`config.mk`:
```
export PLATFORM = sky130hd
export DESIGN_NAME = fir_coeff_loader
export DESIGN_NICKNAME = d
export VERILOG_FILES = /design/src/rtl/fir_coeff_pkg.sv /design/src/rtl/coeff_rd_lat_pipe.sv /design/src/rtl/fir_coeff_loader.sv
export SDC_FILE = /design/constraint.sdc
export NUM_CORES = 2
export LEC_CHECK = 0
export CAP_MARGIN = 20
export CORE_ASPECT_RATIO = 0.9
export CORE_MARGIN = 2
export CORE_UTILIZATION = 50
export CTS_BUF_LIST = sky130_fd_sc_hd__clkbuf_4
export DETAILED_ROUTE_END_ITERATION = 10
export PLACE_DENSITY = 0.78
export SKIP_LAST_GASP = 1
export SLEW_MARGIN = 20
export SYNTH_ARGS = -nofsm -noshare
export SYNTH_HDL_FRONTEND = slang
export SYNTH_SLANG_ARGS = --single-unit
```
`constraint.sdc`:
```
create_clock -name clk -period 1.9 [get_ports clk]
set_input_delay 0.38 -clock clk [delete_from_list [all_inputs] [get_ports clk]]
set_output_delay 0.38 -clock clk [all_outputs]
set_load 0.01 [all_outputs]
```
`src/rtl/fir_coeff_pkg.sv`:
```
// ----------------------------------------------------------------------------
// fir_coeff_pkg
// Shared definitions for the FIR coefficient loader: the controller state
// encoding, the coefficient word width and the default BRAM address width.
// No ports.
// ----------------------------------------------------------------------------
package fir_coeff_pkg;

    localparam int WORD_W     = 32;
    localparam int DEF_AWIDTH = 10;

    typedef enum logic [1:0] {
        ST_IDLE,
        ST_READ,
        ST_DRAIN,
        ST_WAIT_SYNC
    } state_t;

endpackage

```
`src/rtl/coeff_rd_lat_pipe.sv`:
```
// ----------------------------------------------------------------------------
// coeff_rd_lat_pipe
// Delay line matching the BRAM port-A read latency. A read issued with
// (i_vld, i_idx) reappears on (o_vld, o_idx) exactly RD_LAT cycles later,
// which is the cycle the matching word sits on the BRAM read-data bus.
//
// Ports:
//   clk    in   clock, rising edge
//   rst    in   synchronous active-high reset, clears every stage
//   i_vld  in   read issued this cycle
//   i_idx  in   word index of the issued read
//   o_vld  out  read data for o_idx is on the BRAM bus this cycle
//   o_idx  out  word index of the returning data
// ----------------------------------------------------------------------------
module coeff_rd_lat_pipe #(
    parameter int RD_LAT = 3,
    parameter int IDXW   = 5
) (
    input  logic            clk,
    input  logic            rst,
    input  logic            i_vld,
    input  logic [IDXW-1:0] i_idx,
    output logic            o_vld,
    output logic [IDXW-1:0] o_idx
);

    logic [RD_LAT-1:0]           r_vld_pipe;
    logic [RD_LAT-1:0][IDXW-1:0] r_idx_pipe;

    // Clearing the valids on reset is what throws away reads in flight.
    always_ff @(posedge clk) begin
        if (rst) begin
            r_vld_pipe <= '0;
            r_idx_pipe <= '0;
        end else begin
            r_vld_pipe[0] <= i_vld;
            r_idx_pipe[0] <= i_idx;
            for (int s = 1; s < RD_LAT; s++) begin
                r_vld_pipe[s] <= r_vld_pipe[s-1];
                r_idx_pipe[s] <= r_idx_pipe[s-1];
            end
        end
    end

    assign o_vld = r_vld_pipe[RD_LAT-1];
    assign o_idx = r_idx_pipe[RD_LAT-1];

endmodule

```
`src/rtl/fir_coeff_loader.sv`:
```
// ----------------------------------------------------------------------------
// fir_coeff_loader
// Streams N_WORDS coefficient words out of a BRAM into a shadow register set,
// then swaps the whole set into coeffs_out on an FIR frame boundary so the
// filter never runs with a half-updated coefficient set.
//
// Ports:
//   clk, rst      clock / synchronous active-high reset
//   load_start    single-cycle load request (honoured only when idle)
//   base_addr     first BRAM word address, captured with load_start
//   sync_in       frame boundary pulse; commits a finished load
//   bram_en_a     port-A read enable (high only while issuing addresses)
//   bram_we       port-A write enable, tied low
//   bram_addr     port-A address, (base + i) mod 2^AWIDTH
//   bram_wr_data  port-A write data, tied low
//   bram_rd_data  port-A read data, valid RD_LAT cycles after the address
//   coeffs_out    active coefficients, word k at bits [32k+31:32k]
//   busy          high whenever not idle
//   done          pulses in the cycle the commit happens
//   load_count    number of commits, free-running 16-bit wrap
// ----------------------------------------------------------------------------
module fir_coeff_loader
    import fir_coeff_pkg::*;
#(
    parameter int N_WORDS = 20,
    parameter int RD_LAT  = 3,
    parameter int AWIDTH  = DEF_AWIDTH
) (
    input  logic                      clk,
    input  logic                      rst,
    input  logic                      load_start,
    input  logic [AWIDTH-1:0]         base_addr,
    input  logic                      sync_in,
    output logic                      bram_en_a,
    output logic                      bram_we,
    output logic [AWIDTH-1:0]         bram_addr,
    output logic [WORD_W-1:0]         bram_wr_data,
    input  logic [WORD_W-1:0]         bram_rd_data,
    output logic [N_WORDS*WORD_W-1:0] coeffs_out,
    output logic                      busy,
    output logic                      done,
    output logic [15:0]               load_count
);

    localparam int              IDXW     = (N_WORDS > 1) ? $clog2(N_WORDS) : 1;
    localparam logic [IDXW-1:0] LAST_IDX = IDXW'(N_WORDS - 1);

    state_t                           r_state, w_state_nxt;
    logic [AWIDTH-1:0]                r_base;
    logic [IDXW-1:0]                  r_idx;
    logic [N_WORDS-1:0][WORD_W-1:0]   r_shadow;
    logic [N_WORDS-1:0][WORD_W-1:0]   r_coeffs;
    logic [15:0]                      r_load_count;
    logic                             w_issue;
    logic                             w_commit;
    logic                             w_ret_vld;
    logic [IDXW-1:0]                  w_ret_idx;

    assign w_issue = (r_state == ST_READ);

    coeff_rd_lat_pipe #(
        .RD_LAT (RD_LAT),
        .IDXW   (IDXW)
    ) u_lat_pipe (
        .clk    (clk),
        .rst    (rst),
        .i_vld  (w_issue),
        .i_idx  (r_idx),
        .o_vld  (w_ret_vld),
        .o_idx  (w_ret_idx)
    );

    always_comb begin
        w_state_nxt = r_state;
        w_commit    = 1'b0;
        case (r_state)
            ST_IDLE:      if (load_start) w_state_nxt = ST_READ;
            ST_READ:      if (r_idx == LAST_IDX) w_state_nxt = ST_DRAIN;
            // Leave DRAIN on the edge that writes the last word, so the
            // shadow set is complete for the whole of WAIT_SYNC.
            ST_DRAIN:     if (w_ret_vld && (w_ret_idx == LAST_IDX)) w_state_nxt = ST_WAIT_SYNC;
            ST_WAIT_SYNC: if (sync_in) begin
                              w_commit    = 1'b1;
                              w_state_nxt = ST_IDLE;
                          end
            default:      w_state_nxt = ST_IDLE;
        endcase
    end

    always_ff @(posedge clk) begin
        if (rst) begin
            r_state      <= ST_IDLE;
            r_base       <= '0;
            r_idx        <= '0;
            r_shadow     <= '0;
            r_coeffs     <= '0;
            r_load_count <= '0;
        end else begin
            r_state <= w_state_nxt;
            if (r_state == ST_IDLE && load_start) begin
                r_base <= base_addr;
                r_idx  <= '0;
            end else if (w_issue) begin
                r_idx <= r_idx + 1'b1;
            end
            if (w_ret_vld) r_shadow[w_ret_idx] <= bram_rd_data;
            if (w_commit) begin
                r_coeffs     <= r_shadow;
                r_load_count <= r_load_count + 16'd1;
            end
        end
    end

    // Address add truncates to AWIDTH, giving the modulo wrap for free.
    assign bram_addr    = r_base + AWIDTH'(r_idx);
    assign bram_en_a    = w_issue;
    assign bram_we      = 1'b0;
    assign bram_wr_data = '0;
    assign coeffs_out   = r_coeffs;
    assign busy         = (r_state != ST_IDLE);
    assign done         = w_commit;
    assign load_count   = r_load_count;

endmodule

```
## Word level (Yosys, flattened, before mapping)

Index checks and enable logic that the tools add are counted.

- Add/subtract/negate cells: 3
- $lt $le $gt $ge: 2
- Eq/ne operators: 9
- Multiplexer cells: 10
- Reductions and logical operators: 7

Operators with widths:

| operator | number |
|---|---|
| $bwmux 640 | 1 |
| $demux 32 s5 | 1 |
| $mux 32 | 1 |
| $add 16x1->16 const B | 1 |
| $add 10x5->10 | 1 |
| $eq 5x5->1 const B | 2 |
| $mux 2 | 4 |
| $ne 2x2->1 const B | 4 |
| $pmux 2 s4 | 1 |
| $lt 5x6->1 const B | 1 |
| $add 5x1->5 const B | 1 |
| $ge 5x1->1 const B | 1 |
| $eq 2x2->1 const B | 2 |
| $reduce_and 4->1 | 1 |
| $logic_and 1x1->1 | 3 |
| $eq 2x1->1 const B | 1 |
| $logic_not 2->1 | 1 |
| $mux 1 | 2 |
| $reduce_bool 2->1 | 1 |
| $reduce_or 2->1 | 1 |

- Bits in registers: 1331
- Input port bits: 46
- Output and inout port bits: 702
- Logic and storage cells: 79

## Depth between registers and ports, before layout

- Depth after elaboration: 5
- Depth in mapped cells: 8
- Mapped depth without buffers: 6

## Hierarchy

A second synthesis with hierarchy kept.

- Cells, all modules: 5938
- Area, all modules: 46641.0 sq um

By module, submodules not included:

| module | times used | cells an instance | area an instance (sq um) | sequential area each (sq um) |
|---|---|---|---|---|
| fir_coeff_loader | 1 | 5896 | 46114.2 | 26285.2 |
| coeff_rd_lat_pipe | 1 | 42 | 526.8 | 360.3 |

## Worst setup path after synthesis

OpenSTA, ideal clock, no wires.

- Kind: flip-flop to output port
- Start point: reg r_idx[0]
- End point: out bram_addr[8]
- Data arrival time: 1.644 ns
- Required time: 1.520 ns
- Slack: -0.124 ns
- Stages on the path, launching flop included: 7
- Buffers on the path: 0
- Cells stage by stage: dfxtp_1 -> ha_1 -> fa_1 -> a211oi_1 -> nor2_1 -> o2111ai_1 -> xnor2_1

- Longest elaborated chain between the ends: 1

Ends and longest elaborated chain:

| element | RTL line | RTL |
|---|---|---|
| start: declaration | fir_coeff_loader.sv:50 | `logic [IDXW-1:0] r_idx;` |
| start signal: assignment | fir_coeff_loader.sv:104 | `r_idx <= r_idx + 1'b1;` |
| $add 10x5->10 | fir_coeff_loader.sv:115 | `assign bram_addr = r_base + AWIDTH'(r_idx);` |
| end: declaration | fir_coeff_loader.sv:36 | `output logic [AWIDTH-1:0] bram_addr,` |

Every way passes these cells.

## Worst setup path in the final report

Ends and elaborated chain as after synthesis.

==> summary.txt <==
Outcome
  • Status: finished, violations left
  • Failing checks: negative setup slack

Synth
  • Yosys reg bits: 1,331
  • Syn Inst Count: 5,935
  • Area contributors post-synth: dfxtp_1 (56%), nand2_1 (20%), a21oi_1 (12%)
  • Post-Syn Area: 47,660 µm²
  • FFs w/ async S/R, synth: 0
  • Syn avg cell area: 8.030 µm²
  • Synth unique cells: 57
  • Synth top area share: 0.5591
  • Synth Warn #: 0
  • Post-synth EDFFs: 0
  • Top cell type by total area after synthesis: dfxtp_1
  • Ys flop type: dfxtp_1
  • Seq/Total Area, Yosys: 0.5591

Drt
  • DR vias: 47,340
  • Initial drt markers: 5,131
  • Avg WL per Cell: 21.56 µm
  • DRC violations left: 0
  • Total wire length: 181,900 µm
  • Vias per std cell: 5.611
  • ANT nets after route: 0
  • DRT Pass-1 Iters: 8

Pwr
  • Logic pwr share: 0.078
  • Psw: 14,340 µW
  • Leakage: 0.02396 µW
  • Clk network pwr share: 0.421
  • Pint: 41,240 µW
  • Reg power frac: 0.502
  • Peak VDD IR: 0.4830 mV
  • Sw Ratio: 0.2580
  • Cell Pwr Density: 849.2 nW/µm²

GRT
  • Global-route wire length before repair: 258,800 µm
  • Total grt overflow: 0
  • Initial antenna violation count: 7
  • Gr usage total: 0.3440
  • Vias in the first global route: 44,560
  • Largest net degree at the start of global routing: 102

Critical path
  • Delay-heaviest family, CP: adder cells
  • CP max FO: 3
  • Worst Path Arrival: 2.86 ns
  • CP max-delay cell: fa_2
  • CP Launch Type: flip-flop
  • CP Buf/Inv Count: 1
  • Crit Path Class: flip-flop to output port
  • Critical Path, Cell by Cell: ha_4 > fa_2 > a211oi_2 > nor2_2 > o2111ai_2 > xnor2_2 > buf_2
  • Critical Path RT: 1.52 ns
  • Crit end category: output port
  • Crit path largest cell delay: 0.36 ns

Clocking
  • Clk Latency, worst-skew pair: 1.26 ns
  • Clock sink count: 1,331
  • Root buffer cell: clkbuf_4
  • Clock transition at the registers of the reported paths: 0.07 ns
  • CTS max path bufs: 4
  • CTS Buf Count: 341
  • Htree depth: 5
  • CTS tree: yes

Timing
  • Final setup vio count: 669
  • Measured slew at the worst slew-check pin: 0.5984 ns
  • Minimum clock period: 3.241 ns
  • Final setup skew: 0.1457 ns
  • F_max: 308.6 MHz
  • Final slew viol count: 0
  • RSZ-0062 raised after global routing: yes
  • Final period utilization: 1.706
  • Final hold vios: 0
  • Relative slew slack: 0.6011
  • Setup WS post-layout: -1.341 ns

Placed design
  • Pre-CTS WS: -0.6698 ns
  • Routability cong.: 0.8655
  • DP HPWL: 105,400 µm
  • IO Port Bufs: 714

Final layout
  • Area Growth Syn to Fin: 37.32%
  • Total Nets Final: 7,053
  • Final core occ: 0.6924
  • Share of cells above drive strength 1: 0.3560

Hold path
  • Hold Crit Class: primary input to flip-flop

Die
  • Die height: 296.9 µm
  • Die ar.: 97,810 µm²
  • I/O pin cnt: 748
  • DIE WIDTH: 329.4 µm
  • Starting Density: 0.5042
  • CORE AREA: 94,520 µm²
  • FP Rows: 107

Job
  • Max_cap viols: 0
## cell usage after synthesis (8+ instances only)
library cell,n
buf_6,15
buf_1,39
nor2b_1,19
buf_4,90
buf_2,112
clkbuf_1,250
ha_1,11
buf_12,8
a21oi_2,137
inv_1,11
nand2_2,66
dfxtp_1,1331
a21oi_1,1160
xnor2_1,14
nor2_1,22
nor2_4,13
nand2_1,2545
## worst min-delay path: stages
cell and delay [ns]:
dlygate4sd3_1 0.56, buf_8 0.25, a21oi_1 0.06
## logic make-up (layout without fill, tap and decap cells)
group	Yosys count	in the layout	synth area share
AO/OA/AOI/OAI	1317	1317	0.1500
XOR/XNOR	20	20	0.003676
adder cells (fa/ha/maj)	12	12	0.003308
buffers and inverters	529	1739	0.05742
flip-flops	1331	1331	0.5591
multiplexers	3	3	0.0006563
other	1	40	0.00007869
AND/OR/NAND/NOR	2722	2722	0.2257
## registers in the layout, summed over array words and instances (netlist names)
signal                 flops
coeffs_out               640
load_count                16
r_base                    10
r_idx                      5
r_shadow                 640
r_state                    2
u_lat_pipe.o_idx           5
u_lat_pipe.r_idx_pipe     10
u_lat_pipe.r_vld_pipe      3
## worst paths after layout
path / startpoint / end / slack, ns / depth (start not counted)
setup / recovery: r_idx[0]$_SDFFE_PP0P_ / bram_addr[8] / -1.34 / 7
hold / removal: rst / coeffs_out[54]$_SDFFE_PP0P_ / 0.09 / 3
setup reg to reg: r_state[1]$_SDFFE_PP0P_ / coeffs_out[455]$_SDFFE_PP0P_ / 0.01 / 9
hold reg to reg: r_shadow[379]$_SDFFE_PP0P_ / coeffs_out[379]$_SDFFE_PP0P_ / 0.38 / 2
## placed cells by master, fill, tap and decap left out, drive strengths merged, types with 12 or more instances in the layout
cell type and instances:
clkbuf 471, xnor2 14, clkinv 57, conb 33
dlygate4sd3 49, a21oi 1297, nor2b 19, nand2 2611
inv 17, nor2 37, dfxtp 1331, buf 1126
clkdlybuf4s50 12
## cell type report
cell class,instances,area [µm²]
timing repair buffer,1202,13350
clock inverter,69,460.4
inverter,12,55.05
antenna,7,17.52
fill,6818,29070
tap,1253,1568
multi-input combinational,4107,18670
sequential,1331,27900
clock buffer,456,3423
## routing by layer
| metal | up-vias | part of all wire | global-route usage | routed length [µm] |
|---|---|---|---|---|
| met2 | 2950 | 0.46 | 0.5413 | 82960 |
| met1 | 22480 | 0.37 | 0.4192 | 66580 |
| met3 | 713 | 0.10 | 0.06912 | 18570 |
| li1 | 21200 | - | - | - |
| met5 | - | 0.000071 | 0 | 13 |
| met4 | 2 | 0.076 | 0.2478 | 13790 |
## per-stage QoR
step	hold WS [ns]	area, µm²	power, µW	std cells	setup TNS [ns]
after floorplan	0.4138	47790	30520	5967	-0.02401
after global placement	0.4331	56870	32240	7657	-28.34
after detailed placement	0.4299	56870	32270	7657	-38.88
after CTS	0.005515	64030	55170	8312	-173.78
after global routing	0.05934	65440	57340	8435	-152.21
final	0.09228	65450	55580	8437	-114.37
## power by group through the flow
stage | logic [µW] | clock network [µW] | registers, µW
2_1_floorplan | 1800 | 0 | 28700
3_3_place_gp | 3520 | 0 | 28700
3_5_place_dp | 3550 | 0 | 28700
4_1_cts | 3830 | 23400 | 27900
5_1_grt | 4450 | 25000 | 27900
6_report | 4320 | 23400 | 27900
## timing repair
action / CTS / global route
cloned: 0 / 16
setup buffers: 82 / 104
endpoints found under the setup margin: 669 / 1133
resized for setup: 4262 / 55
hold buffers: 49 / 0
endpoints found under the hold margin: 1331 / 0
pin swaps: 20 / 11
No activity file was read; power rests on OpenSTA's default activity.
